<file path="config.mk">
export PLATFORM = sky130hd
export DESIGN_NAME = ttt_move_ctrl
export DESIGN_NICKNAME = d
export VERILOG_FILES = /design/src/rtl/ttt_move_ctrl_pkg.sv /design/src/rtl/ttt_move_ctrl_line_lut.sv /design/src/rtl/ttt_move_ctrl.sv
export SDC_FILE = /design/constraint.sdc
export NUM_CORES = 1
export LEC_CHECK = 0
export ABC_AREA = 1
export CAP_MARGIN = 20
export CORE_UTILIZATION = 56
export CTS_CLUSTER_DIAMETER = 200
export CTS_CLUSTER_SIZE = 20
export DETAILED_ROUTE_END_ITERATION = 6
export PLACE_DENSITY = 0.93
export SLEW_MARGIN = 15
export SYNTH_ARGS = -nofsm -noshare
export SYNTH_HDL_FRONTEND = slang
export SYNTH_SLANG_ARGS = --single-unit
export TNS_END_PERCENT = 5
</file>
<file path="constraint.sdc">
create_clock -name clk -period 7.5 [get_ports clk]
set_clock_uncertainty 0.2 [all_clocks]
set_input_delay 1.125 -clock clk [delete_from_list [all_inputs] [get_ports clk]]
set_output_delay 1.125 -clock clk [all_outputs]
set_load 0.05 [all_outputs]
</file>
<file path="src/rtl/ttt_move_ctrl_pkg.sv">
`default_nettype none
// +------------------------------------------------------------------+
// | Module   : ttt_move_ctrl_pkg                                     |
// | Brief    : Shared types and constants for the TicTacToe move     |
// |            controller (board size, symbols, FSM states, lines).  |
// | Revision : 1.0 - initial release                                 |
// +------------------------------------------------------------------+
package ttt_move_ctrl_pkg;

  // Board geometry
  localparam int NUM_CELLS = 9;
  localparam int NUM_LINES = 8;

  // Symbol encoding shared with the board cells
  localparam logic SYM_X = 1'b0;
  localparam logic SYM_O = 1'b1;

  // Highest legal cell index, last line number, move count one short of a full board
  localparam logic [3:0] LAST_CELL     = 4'(NUM_CELLS - 1);
  localparam logic [2:0] LAST_LINE     = 3'(NUM_LINES - 1);
  localparam logic [3:0] LAST_MOVE_CNT = 4'(NUM_CELLS - 1);

  // Controller states
  typedef enum logic [2:0] {
    ST_CLEAR = 3'd0,
    ST_READY = 3'd1,
    ST_WRITE = 3'd2,
    ST_CHECK = 3'd3,
    ST_DONE  = 3'd4
  } state_t;

  // The three cell indices forming one winning line
  typedef struct packed {
    logic [3:0] a;
    logic [3:0] b;
    logic [3:0] c;
  } line_t;

endpackage
`default_nettype wire

</file>
<file path="src/rtl/ttt_move_ctrl_line_lut.sv">
`default_nettype none
// +------------------------------------------------------------------+
// | Module   : ttt_move_ctrl_line_lut                                |
// | Brief    : Combinational table mapping a line number (0..7) to   |
// |            its three row-major cell indices: rows 0-2, columns   |
// |            3-5, main diagonal 6, anti-diagonal 7.                |
// | Revision : 1.0 - initial release                                 |
// +------------------------------------------------------------------+
module ttt_move_ctrl_line_lut
  import ttt_move_ctrl_pkg::*;
(
  input  logic [2:0] line_sel,
  output line_t      cells
);

  // Constant line table; every 3-bit code is a real line so no fallback is needed
  always_comb begin
    case (line_sel)
      3'd0: cells = '{a: 4'd0, b: 4'd1, c: 4'd2};
      3'd1: cells = '{a: 4'd3, b: 4'd4, c: 4'd5};
      3'd2: cells = '{a: 4'd6, b: 4'd7, c: 4'd8};
      3'd3: cells = '{a: 4'd0, b: 4'd3, c: 4'd6};
      3'd4: cells = '{a: 4'd1, b: 4'd4, c: 4'd7};
      3'd5: cells = '{a: 4'd2, b: 4'd5, c: 4'd8};
      3'd6: cells = '{a: 4'd0, b: 4'd4, c: 4'd8};
      3'd7: cells = '{a: 4'd2, b: 4'd4, c: 4'd6};
    endcase
  end

endmodule
`default_nettype wire

</file>
<file path="src/rtl/ttt_move_ctrl.sv">
`default_nettype none
// +------------------------------------------------------------------+
// | Module   : ttt_move_ctrl                                         |
// | Brief    : TicTacToe game controller. Accepts moves over a       |
// |            valid/ready handshake, writes the nine board cells,   |
// |            alternates turns, rejects illegal moves and scans the |
// |            eight lines one per cycle for a win or a draw.        |
// | Revision : 1.0 - initial release                                 |
// +------------------------------------------------------------------+
module ttt_move_ctrl
  import ttt_move_ctrl_pkg::*;
#(
  parameter logic FIRST_SYMBOL = SYM_X,  // symbol of the first mover
  parameter logic ALT_START    = 1'b0    // 1: first mover alternates per new_game
) (
  input  logic                 clk,
  input  logic                 reset,           // asynchronous, active-low
  input  logic                 new_game,
  input  logic                 move_valid,
  output logic                 move_ready,
  input  logic [3:0]           move_idx,
  input  logic [NUM_CELLS-1:0] cell_valid,
  input  logic [NUM_CELLS-1:0] cell_symbol,
  output logic [NUM_CELLS-1:0] cell_set,
  output logic                 cell_set_symbol,
  output logic                 cell_reset,
  output logic                 turn,
  output logic                 move_ack,
  output logic                 move_err,
  output logic                 game_over,
  output logic                 winner_valid,
  output logic                 winner,
  output logic                 draw,
  output logic [3:0]           move_count
);

  // ---------------------------------------------------------------
  // State and registered outputs
  // ---------------------------------------------------------------
  state_t               state_q,           state_d;
  logic [2:0]           line_q,            line_d;
  logic                 turn_q,            turn_d;
  logic                 start_sym_q,       start_sym_d;
  logic                 new_game_prev_q;
  logic                 move_ready_q,      move_ready_d;
  logic [NUM_CELLS-1:0] cell_set_q,        cell_set_d;
  logic                 cell_set_symbol_q, cell_set_symbol_d;
  logic                 cell_reset_q,      cell_reset_d;
  logic                 move_ack_q,        move_ack_d;
  logic                 move_err_q,        move_err_d;
  logic                 game_over_q,       game_over_d;
  logic                 winner_valid_q,    winner_valid_d;
  logic                 winner_q,          winner_d;
  logic                 draw_q,            draw_d;
  logic [3:0]           move_count_q,      move_count_d;

  // ---------------------------------------------------------------
  // Line lookup and per-cycle decode
  // ---------------------------------------------------------------
  line_t line_cells;
  logic  line_win;
  logic  accept;
  logic  move_illegal;
  logic  new_game_rise;

  ttt_move_ctrl_line_lut u_line_lut (
    .line_sel (line_q),
    .cells    (line_cells)
  );

  // Current line wins when all three cells hold the symbol of the player who just moved
  always_comb begin
    line_win = cell_valid[line_cells.a] & cell_valid[line_cells.b] & cell_valid[line_cells.c] &
               (cell_symbol[line_cells.a] == turn_q) &
               (cell_symbol[line_cells.b] == turn_q) &
               (cell_symbol[line_cells.c] == turn_q);
  end

  // Handshake qualification; new_game blocks acceptance in the same cycle
  always_comb begin
    accept        = move_valid & move_ready_q & ~new_game;
    move_illegal  = (move_idx > LAST_CELL) || cell_valid[move_idx];
    new_game_rise = new_game & ~new_game_prev_q;
  end

  // Next-state and next-output logic for the game FSM
  always_comb begin
    state_d           = state_q;
    line_d            = line_q;
    turn_d            = turn_q;
    move_ready_d      = move_ready_q;
    cell_set_d        = '0;
    cell_set_symbol_d = 1'b0;
    cell_reset_d      = 1'b0;
    move_ack_d        = 1'b0;
    move_err_d        = 1'b0;
    game_over_d       = game_over_q;
    winner_valid_d    = winner_valid_q;
    winner_d          = winner_q;
    draw_d            = draw_q;
    move_count_d      = move_count_q;

    // Start symbol flips once per new_game request, not once per held cycle
    start_sym_d = (ALT_START && new_game_rise) ? ~start_sym_q : start_sym_q;

    if (new_game) begin
      // Abort whatever is in flight; CLEAR wipes any cell already committed
      state_d        = ST_CLEAR;
      cell_reset_d   = 1'b1;
      move_ready_d   = 1'b0;
      line_d         = '0;
      turn_d         = start_sym_d;
      game_over_d    = 1'b0;
      winner_valid_d = 1'b0;
      winner_d       = 1'b0;
      draw_d         = 1'b0;
      move_count_d   = '0;
    end else begin
      case (state_q)
        ST_CLEAR: begin
          state_d        = ST_READY;
          move_ready_d   = 1'b1;
          line_d         = '0;
          turn_d         = start_sym_q;
          game_over_d    = 1'b0;
          winner_valid_d = 1'b0;
          winner_d       = 1'b0;
          draw_d         = 1'b0;
          move_count_d   = '0;
        end

        ST_READY: begin
          if (accept) begin
            if (move_illegal) begin
              move_err_d = 1'b1;
            end else begin
              // Strobe lands in the WRITE cycle as a registered one-hot
              state_d           = ST_WRITE;
              move_ready_d      = 1'b0;
              cell_set_d        = NUM_CELLS'(1) << move_idx;
              cell_set_symbol_d = turn_q;
            end
          end
        end

        ST_WRITE: begin
          // Cells capture the write at the end of this cycle; scanning starts next
          state_d = ST_CHECK;
          line_d  = '0;
        end

        ST_CHECK: begin
          if (line_win) begin
            state_d        = ST_DONE;
            move_ready_d   = 1'b1;
            game_over_d    = 1'b1;
            winner_valid_d = 1'b1;
            winner_d       = turn_q;
            move_count_d   = move_count_q + 4'd1;
          end else if (line_q == LAST_LINE) begin
            move_count_d = move_count_q + 4'd1;
            move_ready_d = 1'b1;
            if (move_count_q == LAST_MOVE_CNT) begin
              state_d     = ST_DONE;
              game_over_d = 1'b1;
              draw_d      = 1'b1;
            end else begin
              state_d    = ST_READY;
              turn_d     = ~turn_q;
              move_ack_d = 1'b1;
            end
          end else begin
            line_d = line_q + 3'd1;
          end
        end

        ST_DONE: begin
          // Keep draining moves so the source never stalls; all are rejected
          if (accept) begin
            move_err_d = 1'b1;
          end
        end

        default: begin
          state_d      = ST_CLEAR;
          cell_reset_d = 1'b1;
          move_ready_d = 1'b0;
        end
      endcase
    end
  end

  // State and output registers
  always_ff @(posedge clk or negedge reset) begin
    if (!reset) begin
      state_q           <= ST_CLEAR;
      line_q            <= '0;
      turn_q            <= FIRST_SYMBOL;
      start_sym_q       <= FIRST_SYMBOL;
      new_game_prev_q   <= 1'b0;
      move_ready_q      <= 1'b0;
      cell_set_q        <= '0;
      cell_set_symbol_q <= 1'b0;
      cell_reset_q      <= 1'b1;
      move_ack_q        <= 1'b0;
      move_err_q        <= 1'b0;
      game_over_q       <= 1'b0;
      winner_valid_q    <= 1'b0;
      winner_q          <= 1'b0;
      draw_q            <= 1'b0;
      move_count_q      <= '0;
    end else begin
      state_q           <= state_d;
      line_q            <= line_d;
      turn_q            <= turn_d;
      start_sym_q       <= start_sym_d;
      new_game_prev_q   <= new_game;
      move_ready_q      <= move_ready_d;
      cell_set_q        <= cell_set_d;
      cell_set_symbol_q <= cell_set_symbol_d;
      cell_reset_q      <= cell_reset_d;
      move_ack_q        <= move_ack_d;
      move_err_q        <= move_err_d;
      game_over_q       <= game_over_d;
      winner_valid_q    <= winner_valid_d;
      winner_q          <= winner_d;
      draw_q            <= draw_d;
      move_count_q      <= move_count_d;
    end
  end

  // Outputs come straight from flops; ready is additionally masked by a
  // same-cycle new_game so a simultaneous move is visibly refused
  always_comb begin
    move_ready      = move_ready_q & ~new_game;
    cell_set        = cell_set_q;
    cell_set_symbol = cell_set_symbol_q;
    cell_reset      = cell_reset_q;
    turn            = turn_q;
    move_ack        = move_ack_q;
    move_err        = move_err_q;
    game_over       = game_over_q;
    winner_valid    = winner_valid_q;
    winner          = winner_q;
    draw            = draw_q;
    move_count      = move_count_q;
  end

endmodule
`default_nettype wire

</file>
Word-level counts from Yosys, hierarchy flattened. Memories as Yosys holds them, arrays and structs flattened. Index checks and enable logic that the tools add are counted.

Add/sub/neg operators: 2. $lt $le $gt $ge: 5. Equality and inequality tests: 21. Shifts and indexed selects: 1. Muxes and demuxes: 74. Bitwise gates (word level): 10. Reductions and logical operators: 15.

Operators with widths (count): $mux W1 (41); $mux W9 (4); $bmux W1 S4 (7); $mux W3 (9); $ne A3 B3 Y1 const B (8); $lt A4 B5 Y1 const B (4); $reduce_and A4 Y1 (4); $pmux W3 S5 (1); $mux W4 (3); $pmux W1 S2 (6); $shl A1 B4 Y9 const A (1); $and A1 B1 Y1 (8); $ne A4 B4 Y1 const B (2); $pmux W4 S2 (1); $eq A3 B2 Y1 const B (2); $eq A3 B3 Y1 const B (2); $pmux W3 S2 (1); $reduce_and A3 Y1 (2); $reduce_bool A3 Y1 (2); $reduce_or A5 Y1 (1); $add A4 B1 Y4 const B (1); $eq A4 B4 Y1 const B (1); $gt A4 B4 Y1 const B (1); $pmux W1 S4 (1); 10 further kinds (15).

Register bits after elaboration: 29. Bits in read-only memories: 80. Input port bits: 26. Output and inout bits: 23. Word-level logic and storage cells: 143. Memories: 1.

Memories: (no name shown) (words 8, bits a word 10, read ports 1, clocked after Yosys merged registers in 0, wr ports 0, line ttt_move_ctrl_line_lut.sv:18) `case (line_sel)`.

Depth between registers and ports, before layout. An unclocked memory read counts as a cell.

Depth in word-level cells: 11. Depth in mapped cells: 18.

Modules after synthesis. Synthesis repeated with hierarchy kept, for this count alone.

Cell total of the unflattened synthesis: 359. Area total of the unflattened synthesis: 2414.8 um^2.

By module, submodules not included: ttt_move_ctrl (times used 1, cells each 329, area an instance 2234.6 um^2, sequential area each 726.9 um^2); ttt_move_ctrl_line_lut (times used 1, cells each 30, area an instance 180.2 um^2, sequential area each 0.0 um^2).

Worst setup path after synthesis. OpenSTA, ideal clock, no wires.

Path type: input to output. From: in new_game. To: out move_ready. Data arrival time: 1.981 ns. Setup slack: 4.194 ns. Stages on the path: 2. Path buffers: 1. Cell sequence: clkbuf_1 -> nor2_1.

Longest elaborated chain between the ends: 2.

Ends and longest elaborated chain: from (decl) (line ttt_move_ctrl.sv:18) `input logic new_game,`; $not A1 Y1 (line ttt_move_ctrl.sv:235) `move_ready = move_ready_q & ~new_game;`; $and A1 B1 Y1 (line ttt_move_ctrl.sv:235); to (decl) (line ttt_move_ctrl.sv:20) `output logic move_ready,`.

Every way passes these cells.

Final worst setup path. Same ends and word-level chain as after synthesis.

==> load_flow_metrics.sql <==
INSERT INTO impl_metrics (metric_group, metric, value, unit) VALUES
('floorplan', 'dieWidth', '66.4', 'µm'),
('critical_path', 'timing.critical_path.to_type', 'output port', ''),
('cts', 'clkSinkCount', '29', ''),
('status', 'failed_checks', 'design-rule violations', ''),
('synth', 'netlist.top_cell.by_area', 'sky130_fd_sc_hd__dfrtp_1', ''),
('place', 'placement.setup.worst_slack', '3.53', 'ns'),
('floorplan', 'chipHeight', '66.4', 'µm'),
('synth', 'synth_fp_nets', '384', ''),
('global_routing', 'grt_pass1_wl', '9.62', 'mm'),
('cts', 'cts_root_buf', 'sky130_fd_sc_hd__clkbuf_8', ''),
('global_routing', 'track_usage', '0.289', ''),
('cts', 'clkLatencyLatePin', '0.29', 'ns'),
('timing', 'timing_worst_slew_pin_value', '0.503', 'ns'),
('timing', 'drv_slew', '0', ''),
('cts', 'htreeDepth', '2', ''),
('critical_path', 'critPathSlowestCell', 'sky130_fd_sc_hd__clkdlybuf4s50_1', ''),
('layout', 'layout-area-overhead-vs-synth', '26.3', '%'),
('global_routing', 'antenna_violations_before_repair', '0', ''),
('synth', 'synth_top_family_by_area', 'simple AND/OR/NAND/NOR gates', ''),
('critical_path', 'setup.worst_path.start_class', 'input pin', ''),
('timing', 'timing.setup.tns', '0', 'ns'),
('timing', 'rsz0062_at_grt', 'no', ''),
('critical_path', 'critical_path_class', 'input pin to output port', ''),
('place', 'port_buffers', '48', ''),
('synth', 'post_synth.cell_area_avg', '6.63', 'µm²'),
('layout', 'nFillCells', '337', ''),
('floorplan', 'row_count', '23', ''),
('cts', 'tritoncts', 'built', ''),
('layout', 'multiInputGateArea', '1370', 'µm²'),
('global_routing', 'grt_start_max_net_pins', '30', ''),
('power_and_ir_drop', 'vdd.ir_drop.worst', '0.139', 'mV'),
('critical_path', 'required_arrival_time_at_the_worst_endpoint', '6.17', 'ns'),
('cts', 'postCtsHoldBufs', '0', ''),
('route', 'wl', '5.80', 'mm'),
('layout', 'footprint_of_the_flip_flops_and_latches', '727', 'µm²'),
('floorplan', 'boundaryPins', '49', ''),
('synth', 'synth.mux.area_fraction', '0', ''),
('layout', 'layout-drive-gt1-share', '0.104', ''),
('route', 'detail_route.iter0.violations', '229', ''),
('global_routing', 'grt_pass1_vias', '2320', ''),
('route', 'detailedRoute.firstPassIterationCount', '7', ''),
('synth', 'synth.cell_area', '2320', 'µm²'),
('power_and_ir_drop', 'power.static_leakage', '1.50', 'nW'),
('route', 'route.detailed.drc', '2', ''),
('critical_path', 'path_delay_family', 'buffers and inverters', ''),
('flow_run', 'max-cap-violations', '0', ''),
('timing', 'layout_setup_ws', '3.52', 'ns'),
('layout', 'most_frequent_standard_cell_in_the_layout_excluding_fill_and_tap_cells', 'sky130_fd_sc_hd__nand2_1', ''),
('synth', 'netlist_instances', '350', ''),
('status', 'status', 'finished, violations left', ''),
('synth', 'yosys_cell_types', '30', ''),
('global_routing', 'global_route.overflow_total', '0', ''),
('synth', 'netlist_top_cells_area', 'sky130_fd_sc_hd__dfrtp_1 30%, sky130_fd_sc_hd__nand3_1 17%, sky130_fd_sc_hd__nand2_1 17%, sky130_fd_sc_hd__inv_1 7.0%, sky130_fd_sc_hd__ha_1 4.3%', ''),
('floorplan', 'dieArea', '4410', 'µm²'),
('floorplan', 'core_area', '4000', 'µm²'),
('synth', 'synth.top_cell.area_share', '0.302', ''),
('route', 'via_count', '2490', ''),
('cts', 'cts-resized-gates', '0', ''),
('layout', 'leading_cell_types_in_the_layout_fill_and_taps_excluded', '104 x sky130_fd_sc_hd__nand2_1, 79 x sky130_fd_sc_hd__nand3_1, 48 x sky130_fd_sc_hd__clkdlybuf4s50_1, 43 x sky130_fd_sc_hd__inv_1, 28 x sky130_fd_sc_hd__dfrtp_1', ''),
('timing', 'setup_viol_count_final', '0', ''),
('place', 'place_congestion', '0.894', ''),
('timing', 'max_freq', '251', 'MHz'),
('cts', 'clockBufferDepth', '2', ''),
('route', 'detail-route-antenna-nets', '0', ''),
('timing', 'period_minus_slack', '3.98', 'ns'),
('floorplan', 'start_util', '0.580', ''),
('critical_path', 'buffers_inverters_on_critical_path', '2', ''),
('critical_path', 'peak_per_stage_delay_on_the_critical_path', '0.82', 'ns'),
('synth', 'simple_gate_share_of_the_synthesized_area', '0.489', ''),
('route', 'route.detailed.vias_per_inst', '5.51', ''),
('synth', 'ys_ff_latch', '29', '');
## worst register-to-register path: stages (launching register included)
cell and delay, ns:
sky130_fd_sc_hd__dfrtp_1 0.51, sky130_fd_sc_hd__inv_1 0.15, sky130_fd_sc_hd__ha_1 0.48, sky130_fd_sc_hd__inv_1 0.18, sky130_fd_sc_hd__nand2_1 0.19, sky130_fd_sc_hd__o21ai_2 0.14, sky130_fd_sc_hd__nand3_1 0.11, sky130_fd_sc_hd__nand3_1 0.07
sky130_fd_sc_hd__nand2_1 0.07, sky130_fd_sc_hd__nand3_1 0.08, sky130_fd_sc_hd__nor2_2 0.15, sky130_fd_sc_hd__nand3_4 0.18, sky130_fd_sc_hd__nand2_4 0.15, sky130_fd_sc_hd__nand2_4 0.10, sky130_fd_sc_hd__nand2_1 0.09, sky130_fd_sc_hd__o21ai_2 0.05
## routing by layer
metal	GRT usage	wire length, µm	vias up
met5	0	0	-
met4	0.141	145	0
met3	0.0655	477	15
met2	0.473	2770	110
met1	0.356	2400	1121
li1	-	-	1244
## area by class of cell
type,instances,area share
clock buffers,7,0.0329
repair buffers,49,0.166
inverters,47,0.0619
flip-flops and latches,29,0.248
well taps,50,0.0213
clock inverters,1,0.00171
multi-input cells,269,0.468
## per-stage QoR
stage / instances / instance area, µm² / power, mW / util / hold slack (ns)
after detailed placement: 444 / 2830 / 0.455 / 0.708 / 0.265
after global placement: 444 / 2830 / 0.446 / 0.708 / 0.263
after floorplan: 350 / 2320 / 0.386 / - / 0.273
after global routing: 452 / 2930 / 0.643 / 0.733 / 0.303
after CTS: 452 / 2930 / 0.600 / 0.733 / 0.282
final: 452 / 2930 / 0.600 / 0.733 / 0.280
## flip-flops by register name, indices dropped and copies added, names as in the netlist, 3 cells and up
signal,cells
cell_set,9
line_q,3
move_count,4
state_q,3
## synth_stat cells (all sizes together)
library cell,n
o21ai,12
ha,8
a21oi,5
nor3,1
dfrtp,28
nor3b,1
dfstp,1
nor2,31
or2,1
a211o,1
buf,4
nand4,8
nand3,83
inv,47
nand3b,1
o211ai,1
clkbuf,1
nand2,114
a21boi,1
nor4,1
## worst paths after layout
path	start	end	slack, ns	cells past startpoint
worst max-delay path	new_game	move_ready	3.52	3
worst min-delay path	draw	draw	0.28	2
worst max register to register	line_q[0]	move_count[0]	4.49	15
worst min register to register	draw	draw	0.28	2
max in group asynchronous	reset	cell_reset	5.77	2
min in group asynchronous	reset	move_ready_q	1.03	2
## power breakdown
group | internal, mW | leakage (nW) | switching (mW)
Sequential | 0.168 | 0.397 | 0.0134
Combinational | 0.0932 | 1.05 | 0.181
Clock | 0.0827 | 0.0542 | 0.0608
## kinds of logic after synthesis
logic type / count (synthesis)
simple gates: 241
buf+inv: 52
flops: 29
compound gates: 20
fa+ha+maj: 8
Power figures use the tool's default switching activity.
